**config.mk**
```make
export PLATFORM = sky130hd
export DESIGN_NAME = pc_sequencer
export DESIGN_NICKNAME = d
export VERILOG_FILES = /design/src/rtl/pc_sequencer.sv
export SDC_FILE = /design/constraint.sdc
export NUM_CORES = 1
export LEC_CHECK = 0
export ABC_AREA = 1
export BUFFER_PORTS_ARGS = -buffer_cell sky130_fd_sc_hd__buf_2
export CORE_MARGIN = 2
export CORE_UTILIZATION = 42
export CTS_BUF_LIST = sky130_fd_sc_hd__clkbuf_16
export DETAILED_ROUTE_END_ITERATION = 7
export PLACE_DENSITY = 0.86
export SLEW_MARGIN = 20
export SYNTH_ARGS = -nofsm -noshare
export SYNTH_HDL_FRONTEND = slang
export SYNTH_SLANG_ARGS = --single-unit
```
**constraint.sdc**
```tcl
create_clock -name clk -period 1.5 [get_ports clk]
set_clock_uncertainty 0.05 [all_clocks]
set_input_delay 0.225 -clock clk [delete_from_list [all_inputs] [get_ports clk]]
set_output_delay 0.225 -clock clk [all_outputs]
set_load 0.005 [all_outputs]
```
**src/rtl/pc_sequencer.sv**
```systemverilog
// Program-counter sequencer: fetches one instruction at a time, resolves conditional
// jumps through the external arithmetic stage and hands ordinary instructions to execute.
module pc_sequencer (
  input  logic       clk,
  input  logic       reset,
  input  logic       start,
  input  logic       imem_ack,
  input  logic [8:0] instr,
  input  logic       reg_zero,
  input  logic [7:0] arith_res,
  output logic [7:0] pc,
  output logic       imem_req,
  output logic [7:0] arith_x,
  output logic [2:0] arith_v,
  output logic       arith_jizr,
  output logic       arith_jnzr,
  output logic [8:0] instr_out,
  output logic       instr_valid,
  output logic       done
);

  typedef enum logic [1:0] {IDLE, FETCH, EXEC, HALTED} state_t;

  state_t     state, state_next;
  logic [7:0] pc_next;
  logic [8:0] instr_q, instr_next;
  logic       is_jizr, is_jnzr, is_halt;

  function automatic logic [7:0] pc_inc(input logic [7:0] p);
    return p + 8'd1;
  endfunction

  assign is_jizr   = (instr_q[8:6] == 3'b110);
  assign is_jnzr   = (instr_q[8:6] == 3'b111);
  assign is_halt   = (instr_q == 9'h000);
  assign arith_x   = pc;
  assign arith_v   = instr_q[2:0];
  assign instr_out = instr_q;

  // Control outputs are decoded from state so reset clears them without a clock edge.
  always_ff @(posedge clk or posedge reset) begin
    if (reset) begin
      state   <= IDLE;
      pc      <= 8'h00;
      instr_q <= 9'h000;
    end else begin
      state   <= state_next;
      pc      <= pc_next;
      instr_q <= instr_next;
    end
  end

  always_comb begin
    state_next  = state;
    pc_next     = pc;
    instr_next  = instr_q;
    imem_req    = 1'b0;
    instr_valid = 1'b0;
    done        = 1'b0;
    arith_jizr  = 1'b0;
    arith_jnzr  = 1'b0;
    case (state)
      IDLE: begin
        if (start) begin
          pc_next    = 8'h00;
          state_next = FETCH;
        end
      end
      FETCH: begin
        imem_req = 1'b1;
        if (imem_ack) begin
          instr_next = instr;
          state_next = EXEC;
        end
      end
      EXEC: begin
        arith_jizr = is_jizr;
        arith_jnzr = is_jnzr;
        state_next = FETCH;
        if (is_jizr || is_jnzr) begin
          // Taken target comes back already wrapped from the arithmetic stage.
          if ((is_jizr && reg_zero) || (is_jnzr && !reg_zero))
            pc_next = arith_res;
          else
            pc_next = pc_inc(pc);
        end else if (is_halt) begin
          state_next = HALTED;
        end else begin
          instr_valid = 1'b1;
          pc_next     = pc_inc(pc);
        end
      end
      HALTED: begin
        done = 1'b1;
        if (start) begin
          pc_next    = 8'h00;
          state_next = FETCH;
        end
      end
      default: state_next = IDLE;
    endcase
  end

endmodule

```
# == Word level (Yosys, flattened, before mapping) ==
# Cells that the tools add are included.
# op_classes
mux,17
n_eq_ne,8
add_sub_neg,1
magnitude_cmp,0
shift,0
bitwise,0
multipliers,0
n_div,0
n_reduce_logical,12
# op_table
operator,count
8-bit two-way mux,4
8-bit one-hot mux with 2 select lines,1
9-bit zero test,1
8-bit by 1-bit adder with 8-bit output (second input constant),1
2-bit two-way mux,4
1-bit two-way mux,7
3-bit equality test (second input constant),2
2-bit one-hot mux with 3 select lines,1
2-bit equality test (second input constant),2
2-bit AND reduction,2
3-bit != test (second input constant),1
3-bit AND reduction,1
2-bit by 1-bit equality test with 1-bit output (second input constant),1
1-bit logical AND,2
2-bit zero test,1
1-bit logical OR,2
2-bit by 1-bit != test with 1-bit output (second input constant),1
2-bit != test (second input constant),1
2-bit nonzero test,1
2-bit OR reduction,1
1-bit zero test,1
# totals
memories,0
elab_cells,41
romBits,0
inputBits,22
regBits,19
ram_bits,0
latch_bits,0

# == Longest topological paths before layout ==
# logic_depth
ltp_word,6
depth_mapped,9
depth_no_buf,9

# == Worst setup path before layout ==
# Ideal clock, no wire load.
# synth_timing
path_type,reg2reg
start,reg state[0]
end,"reg instr_q[0], in the netlist instr_out[0]"
t_arrival_ns,1.373
setup_time_ns,0.125
path_slack_ns,-0.047
stages_incl_launch_ff,5
path_buffers,1
cell_sequence,dfrtp_1 ha_1 nand2_1 clkbuf_1 mux2_2
# synth_between
elab_chain_cells,2
# synth_rtl
element,line,text
from (decl),24,"state_t state, state_next;"
from (signal assigned),47,state <= state_next;
2-bit by 1-bit equality test with 1-bit output,62,case (state)
2-bit AND reduction (no source line),n/a,
to (signal assigned),49,instr_q <= instr_next;
to (decl),26,"logic [8:0] instr_q, instr_next;"
# Every way passes these cells.
# A chain may end at the register's enable or synchronous reset.

# == Worst setup path in the final report ==
# layout_timing
start,reg state[0]
end,out arith_jnzr
# layout_between
elab_chain_cells,2
# layout_rtl
element,line,text
2-bit equality test,62,
1-bit two-way mux,62,
to (decl),16,"output logic arith_jnzr,"
# Every way passes these cells.

==> flow_summary.rst <==
.. list-table::
   :header-rows: 1

   * - Metric
     - Value
   * - Required time worst endpoint
     - around 1200 ps
   * - Share of final-layout standard cells stronger than drive strength 1
     - roughly 44%
   * - Detailed-routing iteration count for the pre-antenna-repair pass
     - 4
   * - Maximum VDD drop
     - approximately 1.2 mV
   * - Post-DP HPWL
     - roughly 2.1 mm
   * - Number of flops mapped to enable cells by yosys
     - 0
   * - Core footprint
     - 0.00273 sq mm
   * - Tightest Hold Check Type
     - input pin to flop
   * - Combined buffer and inverter count along the critical path
     - 3
   * - Largest driver fanout on the critical path
     - 2
   * - CP top delay family
     - flip-flops
   * - Fin Setup TNS
     - 0 ps
   * - Uppermost layer routed
     - met4
   * - Final worst-path setup slack
     - 37.0 ps
   * - Ordered list of cells on the worst path
     - inv_2 > ha_4 > buf_6 > nand2_1 > nor2_1 > buf_2
   * - Top-count cell post-synth
     - sky130_fd_sc_hd__nand2_1
   * - Flops & latches, synth
     - 19
   * - Placed cell count
     - 230
   * - Portion of the post-synthesis area used by sequential elements
     - 39.5%
   * - CTS Sinks
     - 19
   * - Number of input and output port buffers inserted
     - between 50 and 60
   * - Arrival time of data at the critical path endpoint
     - approximately 1200 ps
   * - Length of routed met2 wiring
     - between 1 and 1.5 mm
   * - Count of placed standard cells in the final layout, fillers left out
     - around 240
   * - Final period demand of the worst path
     - between 1000 and 1500 ps
   * - Cell type with the largest total area after synthesis
     - sky130_fd_sc_hd__dfrtp_1
   * - Setup-failing EPs final
     - 0
   * - Adder-cell area share of the yosys netlist
     - 4.15%
   * - CTS Buf Count
     - 3
   * - Setup crit end kind
     - primary output
   * - Fraction of synthesis flops using an asynchronous set or reset pin
     - 100%
   * - Portion of netlist area occupied by mux cells
     - under 10%
   * - Number of buffers between clock root and the deepest sink
     - 2
   * - Final antenna-violating net count
     - 0
   * - Cell chosen for the clock root
     - sky130_fd_sc_hd__clkbuf_16
   * - Fill count
     - 242
   * - Met3 Routed Length
     - approximately 170 um
   * - Final hold violations
     - 0
   * - P per Cell Area
     - just over 2000 mW/mm^2
   * - Overall power of the completed layout
     - 0.00340 W
   * - Max-cap violation count
     - 0
   * - Final Wtd Congestion
     - between 0.7 and 0.8
   * - Diodes inserted
     - 0
   * - Vias per Instance
     - 4.88
   * - Unique cell type count in the Yosys netlist
     - 22
   * - Main combinational cell family by area after synthesis
     - simple AND/OR/NAND/NOR gates
   * - Grt total ovfl
     - 0
   * - Htree depth
     - 1
   * - Initial antenna violation count
     - 0
   * - Initial drt markers
     - 54
   * - Worst reg2reg setup slack
     - around 37 ps
   * - Detailed-routing wirelength on met1
     - between 1 and 1.5 mm
   * - Cell types occupying the most area after synthesis
     - sky130_fd_sc_hd__dfrtp_1, sky130_fd_sc_hd__nand2_1, sky130_fd_sc_hd__buf_4
   * - Via count of the first global-routing pass
     - 1064
   * - Status
     - finished, final reports clean
   * - Number of placement rows
     - 19
   * - Effective utilization at floorplan
     - 44.1%
   * - Post-Place Setup Slack
     - -10.6 ps
   * - Area fraction in compound gates after synthesis
     - ~7.0%
   * - Share of the cycle needed by the critical path after routing
     - 97.5%
   * - Boundary pin count
     - 55
   * - Aggregate routed wire length
     - about 2.8 mm
   * - Die Outline Area
     - approximately 0.0033 sq mm
   * - Number of nets in the synthesized netlist
     - about 180
   * - Cell count after synthesis
     - roughly 150
   * - Post-synthesis xor/xnor area fraction
     - 2.08%
   * - Wire length of the first global-routing pass
     - between 4 and 5 mm
   * - Post-Syn Area
     - about 0.0012 sq mm
   * - Unrepaired setup endpoints after global routing
     - true
   * - Upper clock frequency limit
     - 0.684 GHz
   * - Clock latency of the later-clocked register in the worst-skew pair
     - between 200 and 300 ps
   * - Simple-gate portion of the synthesized area
     - between 20 and 30%
   * - Number of design rule violations left after detail routing
     - 0
   * - Clock tree from TritonCTS
     - built
   * - Leakage Power
     - between 0.8 and 0.9 nW
   * - Post-synth top cells
     - sky130_fd_sc_hd__nand2_1, sky130_fd_sc_hd__dfrtp_1, sky130_fd_sc_hd__inv_1, sky130_fd_sc_hd__nand3_1, sky130_fd_sc_hd__buf_4
   * - Highest cell delay on the worst timing path
     - about 400 ps
   * - Maximum number of pins on one net before global-route repair
     - 20
   * - Die X-Extent
     - roughly 58 um
   * - Slowest CP cell
     - sky130_fd_sc_hd__dfrtp_1
   * - Most used DFF post-synth
     - sky130_fd_sc_hd__dfrtp_1
   * - Total global-route track usage
     - between 15 and 20%
   * - DIE HEIGHT
     - approximately 58 um
   * - Fin nets
     - 234
   * - Max Transition Viols Final
     - 0
   * - Area growth from synthesis to layout
     - 36.0%
   * - Setup crit start kind
     - flop
   * - Clock input transition at the sequential cells of the worst setup and hold paths
     - around 50 ps
   * - Area fraction of the dominant cell type after synthesis
     - between 30% and 40%
   * - Kind of critical path
     - flop to primary output
   * - Synthesis Warnings
     - 0
   * - Number of vias after detailed routing
     - between 1000 and 1500
   * - Worst rel slew slack
     - between 80% and 90%
   * - Transition at the pin with the smallest max-transition slack
     - around 250 ps
   * - Final routed wire length divided by cell count
     - between 10 and 15 um
   * - Syn avg cell area
     - 7.93 sq um
## registers in the layout, summed over array words and instances, names as in the netlist
register,flops
instr_out,9
arith_x,8
state,2
## worst register-to-register path: cells and delay by family, from the launching register on
kind / cells / cell delay, ps
buffers and inverters: 4 / 470
and+or+nand+nor: 3 / 200
AOI/OAI and AO/OA: 1 / 60
adders and majority gates: 1 / 170
DFF: 1 / 400
## repair_timing
item / 4_1_cts / 5_1_grt
hold buffers: 1 / 0
endpoints found under the setup margin: 10 / 19
pin swaps: 1 / 1
gates cloned: 0 / 1
setup buffers: 2 / 0
resized for setup: 4 / 17
hold endpoints to repair: 19 / 0
## final cells by class
class | instances | area, sq um | share of cell area, %
Inverter | 17 | 63.8 | 3.89
Clock buffer | 3 | 75.1 | 4.58
Multi-Input combinational cell | 103 | 624 | 38.1
Clock inverter | 1 | 3.75 | 0.229
Timing Repair Buffer | 64 | 355 | 21.7
Sequential cell | 19 | 478 | 29.2
Tap cell | 31 | 38.8 | 2.37
## kinds of logic after synthesis
kind of cell	count (synthesis)
xor+xnor	2
fa+ha+maj	4
simple gates	76
buf+inv	30
mux	7
compound gates	14
flops	19
## metrics by stage
stage               cell area, sq um  util, %  hold WS, ps
floorplan                       1210        -          126
global placement                1470     53.6          204
detailed placement              1470     53.6          213
CTS                             1580     57.8          149
global route                    1640     60.0          151
finish                          1640     60.0          150
## layer usage
layer	vias to the layer above	track usage, %
met5	-	0
met4	0	7.97
met3	4	4.31
met2	43	30.8
met1	527	20.3
li1	588	-
## worst paths after layout
path / from / endpoint / cells past startpoint
max reg2reg: state[0] / arith_x[2] / 9
min in group asynchronous: reset / arith_x[3] / 4
min reg2reg: instr_out[3] / instr_out[3] / 1
max in group asynchronous: reset / instr_out[6] / 4
max: state[0] / arith_jnzr / 6
min: instr[2] / instr_out[2] / 2
## placed cells by master (no fill, tap or decap), types with 5 or more instances in the layout
| cell type | count |
|---|---|
| sky130_fd_sc_hd__mux2_2 | 7 |
| sky130_fd_sc_hd__buf_2 | 54 |
| sky130_fd_sc_hd__nor2_1 | 6 |
| sky130_fd_sc_hd__nand2_1 | 39 |
| sky130_fd_sc_hd__nand3b_1 | 5 |
| sky130_fd_sc_hd__buf_4 | 7 |
| sky130_fd_sc_hd__o21ai_1 | 5 |
| sky130_fd_sc_hd__inv_1 | 15 |
| sky130_fd_sc_hd__dfrtp_1 | 17 |
| sky130_fd_sc_hd__nand3_1 | 16 |
## power by group
group,leakage (nW),internal (W),switching (W)
clock,0.0423,0.000355,0.000195
combinational,0.624,0.000903,0.000975
sequential,0.231,0.000737,0.000240
Power figures use the tool's default switching activity.
